<file path="config.mk">
export PLATFORM = sky130hd
export DESIGN_NAME = dht_reader
export DESIGN_NICKNAME = d
export VERILOG_FILES = /design/src/rtl/dht_pkg.sv /design/src/rtl/sync_edge_detect.sv /design/src/rtl/dht_reader.sv
export SDC_FILE = /design/constraint.sdc
export NUM_CORES = 1
export LEC_CHECK = 0
export CORE_ASPECT_RATIO = 1.75
export CORE_MARGIN = 2
export CORE_UTILIZATION = 50
export CTS_CLUSTER_SIZE = 10
export DETAILED_ROUTE_END_ITERATION = 10
export PLACE_DENSITY_LB_ADDON = 0.08
export SETUP_SLACK_MARGIN = 0.05
export SLEW_MARGIN = 20
export SYNTH_ARGS = -nofsm -noshare
export SYNTH_HDL_FRONTEND = slang
export SYNTH_SLANG_ARGS = --single-unit
</file>
<file path="constraint.sdc">
create_clock -name i_clk -period 3.4 [get_ports i_clk]
set_input_delay 0.68 -clock i_clk [delete_from_list [all_inputs] [get_ports i_clk]]
set_output_delay 0.68 -clock i_clk [all_outputs]
set_load 0.02 [all_outputs]
</file>
<file path="src/rtl/dht_pkg.sv">
// dht_pkg: shared types and constants for the single-wire sensor reader.
// Holds the FSM state enum, error codes, frame length and checksum helper.
package dht_pkg;

    typedef enum logic [3:0] {
        S_IDLE,
        S_START_LOW,
        S_REL,
        S_RESP_LOW,
        S_RESP_HIGH,
        S_BIT_LOW,
        S_BIT_HIGH,
        S_CHECK,
        S_DONE
    } dht_state_e;

    localparam logic [1:0] DHT_OK       = 2'b00;
    localparam logic [1:0] DHT_TIMEOUT  = 2'b01;
    localparam logic [1:0] DHT_CHECKSUM = 2'b10;

    localparam int DHT_FRAME_BITS = 40;

    // Sum of the four payload bytes, modulo 256 (byte 0 in the top bits).
    function automatic logic [7:0] dht_sum(input logic [39:0] f);
        return f[39:32] + f[31:24] + f[23:16] + f[15:8];
    endfunction

endpackage

</file>
<file path="src/rtl/sync_edge_detect.sv">
// sync_edge_detect: 2-flop synchronizer plus one edge flop.
// Ports: clk_i, rst_i (async high), async_i in; rise_o, fall_o one-cycle pulses.
module sync_edge_detect #(
    parameter logic RST_VAL = 1'b0
) (
    input  logic clk_i,
    input  logic rst_i,
    input  logic async_i,
    output logic rise_o,
    output logic fall_o
);

    // [0],[1] synchronize; [2] holds the previous synced value.
    logic [2:0] sync_q;

    always_ff @(posedge clk_i or posedge rst_i) begin
        if (rst_i) begin
            sync_q <= {3{RST_VAL}};
        end else begin
            sync_q <= {sync_q[1:0], async_i};
        end
    end

    assign rise_o = sync_q[1] & ~sync_q[2];
    assign fall_o = ~sync_q[1] & sync_q[2];

endmodule

</file>
<file path="src/rtl/dht_reader.sv">
// dht_reader: runs the host start pulse, times the sensor response and 40 data
// bits in 1 us ticks, and publishes humidity/temperature with done + error code.
// Ports: i_clk, i_rst (async high), i_tick (1 MHz), i_start, i_data (sensor line);
// o_data_oe (drive low), o_busy, o_done, o_error, o_humidity, o_temperature.
// Build option: DHT_READER_CHECKSUM_EN enables checksum verification of byte 4.
module dht_reader
    import dht_pkg::*;
#(
    parameter int C_TIMER_BITS    = 11,
    parameter int C_START_US      = 1000,
    parameter int C_TIMEOUT_US    = 200,
    parameter int C_BIT_THRESH_US = 48
) (
    input  logic        i_clk,
    input  logic        i_rst,
    input  logic        i_tick,
    input  logic        i_start,
    input  logic        i_data,
    output logic        o_data_oe,
    output logic        o_busy,
    output logic        o_done,
    output logic [1:0]  o_error,
    output logic [15:0] o_humidity,
    output logic [15:0] o_temperature
);

    localparam logic [C_TIMER_BITS-1:0] T_START   = C_TIMER_BITS'(C_START_US);
    localparam logic [C_TIMER_BITS-1:0] T_TIMEOUT = C_TIMER_BITS'(C_TIMEOUT_US);
    localparam logic [C_TIMER_BITS-1:0] T_THRESH  = C_TIMER_BITS'(C_BIT_THRESH_US);
    localparam logic [C_TIMER_BITS-1:0] T_MAX     = '1;
    localparam logic [5:0]              N_BITS    = 6'(DHT_FRAME_BITS);

    dht_state_e              state_q, state_d;
    logic [C_TIMER_BITS-1:0] timer_q, timer_d;
    logic [39:0]             shift_q, shift_d;
    logic [5:0]              cnt_q, cnt_d;
    logic [1:0]              err_q, err_d;
    logic [15:0]             hum_q, hum_d;
    logic [15:0]             temp_q, temp_d;

    logic tick;
    logic tick_fall_unused;
    logic d_rise;
    logic d_fall;
    logic timed_out;
    logic bit_val;
    logic [5:0] cnt_inc;
    logic sum_ok;

    sync_edge_detect #(.RST_VAL(1'b0)) u_tick_sync (
        .clk_i   (i_clk),
        .rst_i   (i_rst),
        .async_i (i_tick),
        .rise_o  (tick),
        .fall_o  (tick_fall_unused)
    );

    // Line idles high (external pull-up), so reset the synchronizer high.
    sync_edge_detect #(.RST_VAL(1'b1)) u_data_sync (
        .clk_i   (i_clk),
        .rst_i   (i_rst),
        .async_i (i_data),
        .rise_o  (d_rise),
        .fall_o  (d_fall)
    );

    assign timed_out = (timer_q >= T_TIMEOUT);
    assign bit_val   = (timer_q > T_THRESH);
    assign cnt_inc   = cnt_q + 6'd1;

`ifdef DHT_READER_CHECKSUM_EN
    assign sum_ok = (dht_sum(shift_q) == shift_q[7:0]);
`else
    logic [7:0] chk_byte_unused;
    assign chk_byte_unused = shift_q[7:0];
    assign sum_ok = 1'b1;
`endif

    always_comb begin
        state_d = state_q;
        shift_d = shift_q;
        cnt_d   = cnt_q;
        err_d   = err_q;
        hum_d   = hum_q;
        temp_d  = temp_q;
        unique case (state_q)
            S_IDLE: begin
                if (i_start) begin
                    state_d = S_START_LOW;
                    shift_d = '0;
                    cnt_d   = '0;
                end
            end
            S_START_LOW: begin
                if (timer_q == T_START) state_d = S_REL;
            end
            S_REL: begin
                if (d_fall) begin
                    state_d = S_RESP_LOW;
                end else if (timed_out) begin
                    state_d = S_DONE;
                    err_d   = DHT_TIMEOUT;
                end
            end
            S_RESP_LOW: begin
                if (d_rise) begin
                    state_d = S_RESP_HIGH;
                end else if (timed_out) begin
                    state_d = S_DONE;
                    err_d   = DHT_TIMEOUT;
                end
            end
            S_RESP_HIGH: begin
                if (d_fall) begin
                    state_d = S_BIT_LOW;
                end else if (timed_out) begin
                    state_d = S_DONE;
                    err_d   = DHT_TIMEOUT;
                end
            end
            S_BIT_LOW: begin
                if (d_rise) begin
                    state_d = S_BIT_HIGH;
                end else if (timed_out) begin
                    state_d = S_DONE;
                    err_d   = DHT_TIMEOUT;
                end
            end
            S_BIT_HIGH: begin
                // The high-phase length decides the bit value.
                if (d_fall) begin
                    shift_d = {shift_q[38:0], bit_val};
                    cnt_d   = cnt_inc;
                    state_d = (cnt_inc == N_BITS) ? S_CHECK : S_BIT_LOW;
                end else if (timed_out) begin
                    state_d = S_DONE;
                    err_d   = DHT_TIMEOUT;
                end
            end
            S_CHECK: begin
                state_d = S_DONE;
                if (sum_ok) begin
                    err_d  = DHT_OK;
                    hum_d  = shift_q[39:24];
                    temp_d = shift_q[23:8];
                end else begin
                    err_d  = DHT_CHECKSUM;
                end
            end
            S_DONE: begin
                state_d = S_IDLE;
            end
            default: begin
                state_d = S_IDLE;
            end
        endcase

        // A state change restarts the timer, even if a tick lands the same cycle.
        if (state_d != state_q) begin
            timer_d = '0;
        end else if (tick && timer_q != T_MAX) begin
            timer_d = timer_q + 1'b1;
        end else begin
            timer_d = timer_q;
        end
    end

    always_ff @(posedge i_clk or posedge i_rst) begin
        if (i_rst) begin
            state_q <= S_IDLE;
            timer_q <= '0;
            shift_q <= '0;
            cnt_q   <= '0;
            err_q   <= DHT_OK;
            hum_q   <= '0;
            temp_q  <= '0;
        end else begin
            state_q <= state_d;
            timer_q <= timer_d;
            shift_q <= shift_d;
            cnt_q   <= cnt_d;
            err_q   <= err_d;
            hum_q   <= hum_d;
            temp_q  <= temp_d;
        end
    end

    // Decoded from the state register so reset releases the line at once.
    assign o_data_oe     = (state_q == S_START_LOW);
    assign o_busy        = (state_q != S_IDLE) && (state_q != S_DONE);
    assign o_done        = (state_q == S_DONE);
    assign o_error       = err_q;
    assign o_humidity    = hum_q;
    assign o_temperature = temp_q;

endmodule

</file>
======== After elaboration in Yosys (flattened, before gate mapping) ========
Index checks and enable logic that the tools add are counted.
operators by class
  bitwise gates (word level) .............. 6
  add/sub/neg operators ................... 2
  eq/ne operators ......................... 17
  $mul .................................... 0
  div/mod/pow operators ................... 0
  muxes and demuxes ....................... 22
  reductions and logical operators ........ 11
  shift operators ......................... 0
  magnitude comparators ................... 2
operators with widths
  operator               count
  $mux 40                2
  $pmux 40 s2            1
  $mux 4                 8
  $pmux 4 s8             1
  $mux 11                2
  $eq 4x3->1 const B     4
  $mux 6                 2
  $pmux 6 s2             1
  $add 11x1->11 const B  1
  $eq 11x10->1 const B   1
  $ge 11x8->1 const B    1
  $gt 11x6->1 const B    1
  $ne 11x11->1 const B   1
  $eq 4x2->1 const B     2
  $mux 2                 4
  $ne 2x2->1 const B     4
  $add 6x1->6 const B    1
  $eq 6x6->1 const B     1
  $pmux 2 s3             1
  $reduce_and 3->1       2
  $eq 4x1->1 const B     1
  $eq 4x4->1 const B     1
  $logic_not 4->1        1
  $ne 4x4->1             1
  9 further kinds        15
word-level totals
  bits in registers ....................... 101
  bits in writable memories ............... 0
  memories ................................ 0
  output and inout bits ................... 37
  word-level logic and storage cells ...... 69
  input port bits ......................... 5
  bits in read-only memories .............. 0
  bits in latches ......................... 0

======== Logic depth before layout (Yosys ltp) ========
  word-level depth ........................ 7
  gate-level depth with buffers ........... 8
  depth with buffers taken out ............ 6

======== By module ========
A second synthesis with hierarchy kept.
second synthesis, totals
  cell total of the unflattened synthesis .. 345
  area total of the unflattened synthesis .. 4270.3 sq um
modules (own cells, without submodules)
  module                           area each (sq um)  instances  cells an instance
  dht_reader                       4078.9             1          333
  sync_edge_detect at u_data_sync  97.6               1          6
  sync_edge_detect at u_tick_sync  93.8               1          6

======== Least setup slack after synthesis ========
No wires, ideal clock.
  kind .................................... reg2reg
  start point ............................. reg state_q[2]
  end point ............................... reg timer_q[1]
  clock period less this slack ............ 2284 ps
  path buffers ............................ 2
  path slack .............................. 1116 ps
  setup time .............................. 72 ps
  data required time ...................... 3328 ps
  cell stages (with the launch flop) ...... 7
  data arrival time ....................... 2212 ps
  path through ............................ dfrtp_1 clkbuf_1 nor4b_1 nand2_1 a2111o_1 buf_6 nor2_1
on the way
  elaborated cells on any way between the ends .. 20
  those cells by class .................... eq/ne (8); mux (10); reduce/logical (2)
RTL lines
  what                                                 line               RTL
  start: declaration                                   dht_reader.sv:33   dht_state_e state_q, state_d;
  start signal: assignment                             dht_reader.sv:178  state_q <= state_d;
  $eq 4x1->1 *                                         -
  via o_data_oe                                        dht_reader.sv:19   output logic o_data_oe,
  $pmux 4 s8 *                                         dht_reader.sv:86   unique case (state_q)
  $ne 4x4->1 *                                         dht_reader.sv:159  if (state_d != state_q) begin
  $mux 11 / $reduce_bool 2->1 (equally long branches)  -
  end signal: assignment                               dht_reader.sv:179  timer_q <= timer_d;
  end: declaration                                     dht_reader.sv:34   logic [C_TIMER_BITS-1:0] timer_q, timer_d;
The timed path passes the listed nets; every way through them passes the cells marked *.
A chain may end at the register's enable or synchronous reset.

======== Final worst setup path ========
  start point ............................. reg state_q[0]
  end point ............................... out o_data_oe
on the way
  longest elaborated chain between the ends .. 1
RTL lines
  what              line               RTL
  $eq 4x1->1        dht_reader.sv:189  assign o_data_oe = (state_q == S_START_LOW);
  end: declaration  dht_reader.sv:19
Every way passes these cells.

==> impl_metrics.ini <==
[drt]
drt_iter0_drc = 91
wirelength_mm = 7.78
routedWlPerCell_um = 17.1
dr_total_vias = 2603
drt-vias-per-instance = 5.72
ant_nets = 0
dr.pass1.iters = 4
drc = 0

[final_layout]
stdcell_count = 455
nets = 369
antennaDiodeCount = 0
layout-drive-gt1-share_pct = 17.0
final_cell_mix = dfrtp_1 (97), a22o_1 (41), clkdlybuf4s50_1 (40)
area_growth_pct = 20.4
final_common_cell = dfrtp_1
fillerInstances = 643

[timing]
hold_viol = 0
layout_setup_ws_ps = 641
setup_violations = 0
finClkSkew_ps = 9.51
min_period_ps = 2760
drv_slew = 0
tightest_slew_ps = 675
period_share_pct = 81.1
timing.hold.ws_ps = 357
setup_tns_ps = 0
grt_setup_unrepaired = no
maxClockFrequency_mhz = 362
max-slew-margin-rel_pct = 53.8

[logic_synthesis]
synthArstFlopShare_pct = 100
yosys_warnings = 0
synth_area_leaders = dfrtp_1 (59%), mux2_2 (8.7%), a22o_1 (8.7%)
ys_ff_latch = 100
synth_top_cell_by_area = dfrtp_1
syn_nets = 331
synth_xor_xnor_area_share_pct = 2.76
avgSynthCellArea_um2 = 12.8
synth_area_um2 = 4130
synth-compound-area-share_pct = 14.1
synth.area.mux_share_pct = 8.72
synth_top_family_by_area = compound AO/OA/AOI/OAI gates
synth_enable_flop_cells = 0
yosysSeqAreaShare_pct = 60.7
synth-main-ff-cell = dfrtp_1
synthCells = 322
synth_top_area_share_pct = 58.8
synth_cell_types = 51
synthSimpleGateAreaFrac_pct = 10.2
synth_adder_area_share_pct = 1.21

[clock_tree]
root_buffer = clkbuf_16
cts_setup_buffers = 0
clk_pin_slew_ps = 60
h-tree-depth = 3
clock_sinks = 100
cts.hold.buffers_added = 0
postCtsResizedCells = 0
cts_tree = done
clkLatencyLatePin_ps = 350
clockBufferDepth = 2
cts_made_buffers = 9

[setup_path]
r2r-end = shift_q[5]
startpoint_type = register
worstPathMaxFanout = 14
r2r_start = state_q[1]
cp.arrival_ps = 2080
crit_path_start = state_q[0]
rrSetupSlack_ps = 1230
crit_path_end_kind = output pin
reg2reg_depth = 5
crit_type = register to output pin
cp_data_required_time_ps = 2720

[floorplan]
start_util_pct = 51.9
die_w_um = 72.7
core_area_um2 = 7960
die_area_um2 = 9030
ios = 42
rows = 43
die_y_um = 124

[power]
power_mw = 2.59
p_switching_mw = 0.555
clkPwrFrac_pct = 46.0
power_density_nw_per_um2 = 522
p_leak_nw = 2.32
p_seq_share_pct = 49.3
p_int_mw = 2.04
ir_drop_uv = 306
pwr-share-comb_pct = 4.7
swShare_pct = 21.4

[grt]
grt_usage_pct = 19.0
grt_max_degree = 101
grt_pass1_wl_mm = 13.2
grt_pass1_vias = 2671
antenna_found_initial = 0
grt_overflow = 0

[placed_design]
portBuffers = 40
gp_congestion = 0.866
dp.cells = 439
post-place-ws_ps = 994
dp_hpwl_mm = 4.99

[min_path]
hp-start = u_tick_sync.sync_q[0]
holdPathStages = 0
hold_end = u_tick_sync.sync_q[1]
hold_class = register to register

[run]
maxCapViolations = 0

[run_status]
status = finished, final reports clean
==> final cells by class <==
cell class                 count  area (um2)  area share, %
clock buffer                  11         253           5.08
clock inverter                 5         106           2.14
inverter                       4        17.5          0.352
multi-input combinational    201        1530           30.9
sequential                   100        2510           50.4
tap                           90         113           2.26
timing repair buffer          44         443           8.91
==> power groups by stage <==
stage          sequential [mW]  combinational (mW)  clock, mW
2_1_floorplan             1.29              0.0947          0
3_3_place_gp              1.30               0.118          0
3_5_place_dp              1.30               0.124          0
4_1_cts                   1.28               0.125       1.22
5_1_grt                   1.28               0.141       1.26
6_report                  1.28               0.123       1.19
==> state kept, by name (all words and copies together), names as in the netlist <==
signal,cells
o_humidity,16
state_q,4
cnt_q,6
u_tick_sync.sync_q,3
shift_q,40
u_data_sync.sync_q,3
timer_q,11
o_error,1
o_temperature,16
==> cells by family after synthesis <==
family | Yosys count
muxes | 32
xor gates and xnor gates | 13
other | 1
adders and majority gates | 4
buffers and inverters | 21
and+or+nand+nor | 79
AOI/OAI and AO/OA | 72
DFF | 100
==> synthesized netlist by cell type, drive strengths merged (3+ instances only) <==
library cell and number:
and3 4, dfrtp 97, a21oi 5, a22o 41, and2 4, xnor2 3
mux2 32, o21ai 10, inv 4, xor2 10, buf 7, dfstp 3
nand3 11, nor2 19, ha 4, clkbuf 10, nor3 3, nand2 19
==> stage by stage <==
stage	utilization (%)	cell area (um2)
floorplan	-	4130
global placement	57.9	4610
detailed placement	57.9	4610
CTS	62.4	4970
global route	62.4	4970
finish	62.4	4970
==> worst max-delay path: stages (launching register included) <==
cell             delay [ps]
dfrtp_1                 580
nor4b_1                 460
clkdlybuf4s50_1         700
==> layer usage <==
metal  track usage (%)  share of wire, %  vias up
met5                 0                 0        -
met4              10.1               2.3        0
met3              4.13               3.0       15
met2              29.7                51       43
met1              24.2                44     1299
li1                  -                 -     1246
==> worst max-delay path by stage <==
stage                end  slack (ps)  depth (start not counted)
2_1_floorplan   cnt_q[0]         110                          1
3_3_place_gp   o_data_oe         940                          2
3_5_place_dp   o_data_oe         990                          2
4_1_cts        o_data_oe         630                          2
5_1_grt        o_data_oe         470                          2
6_report       o_data_oe         640                          2
Note: power is estimated with default switching activity, not from simulation.
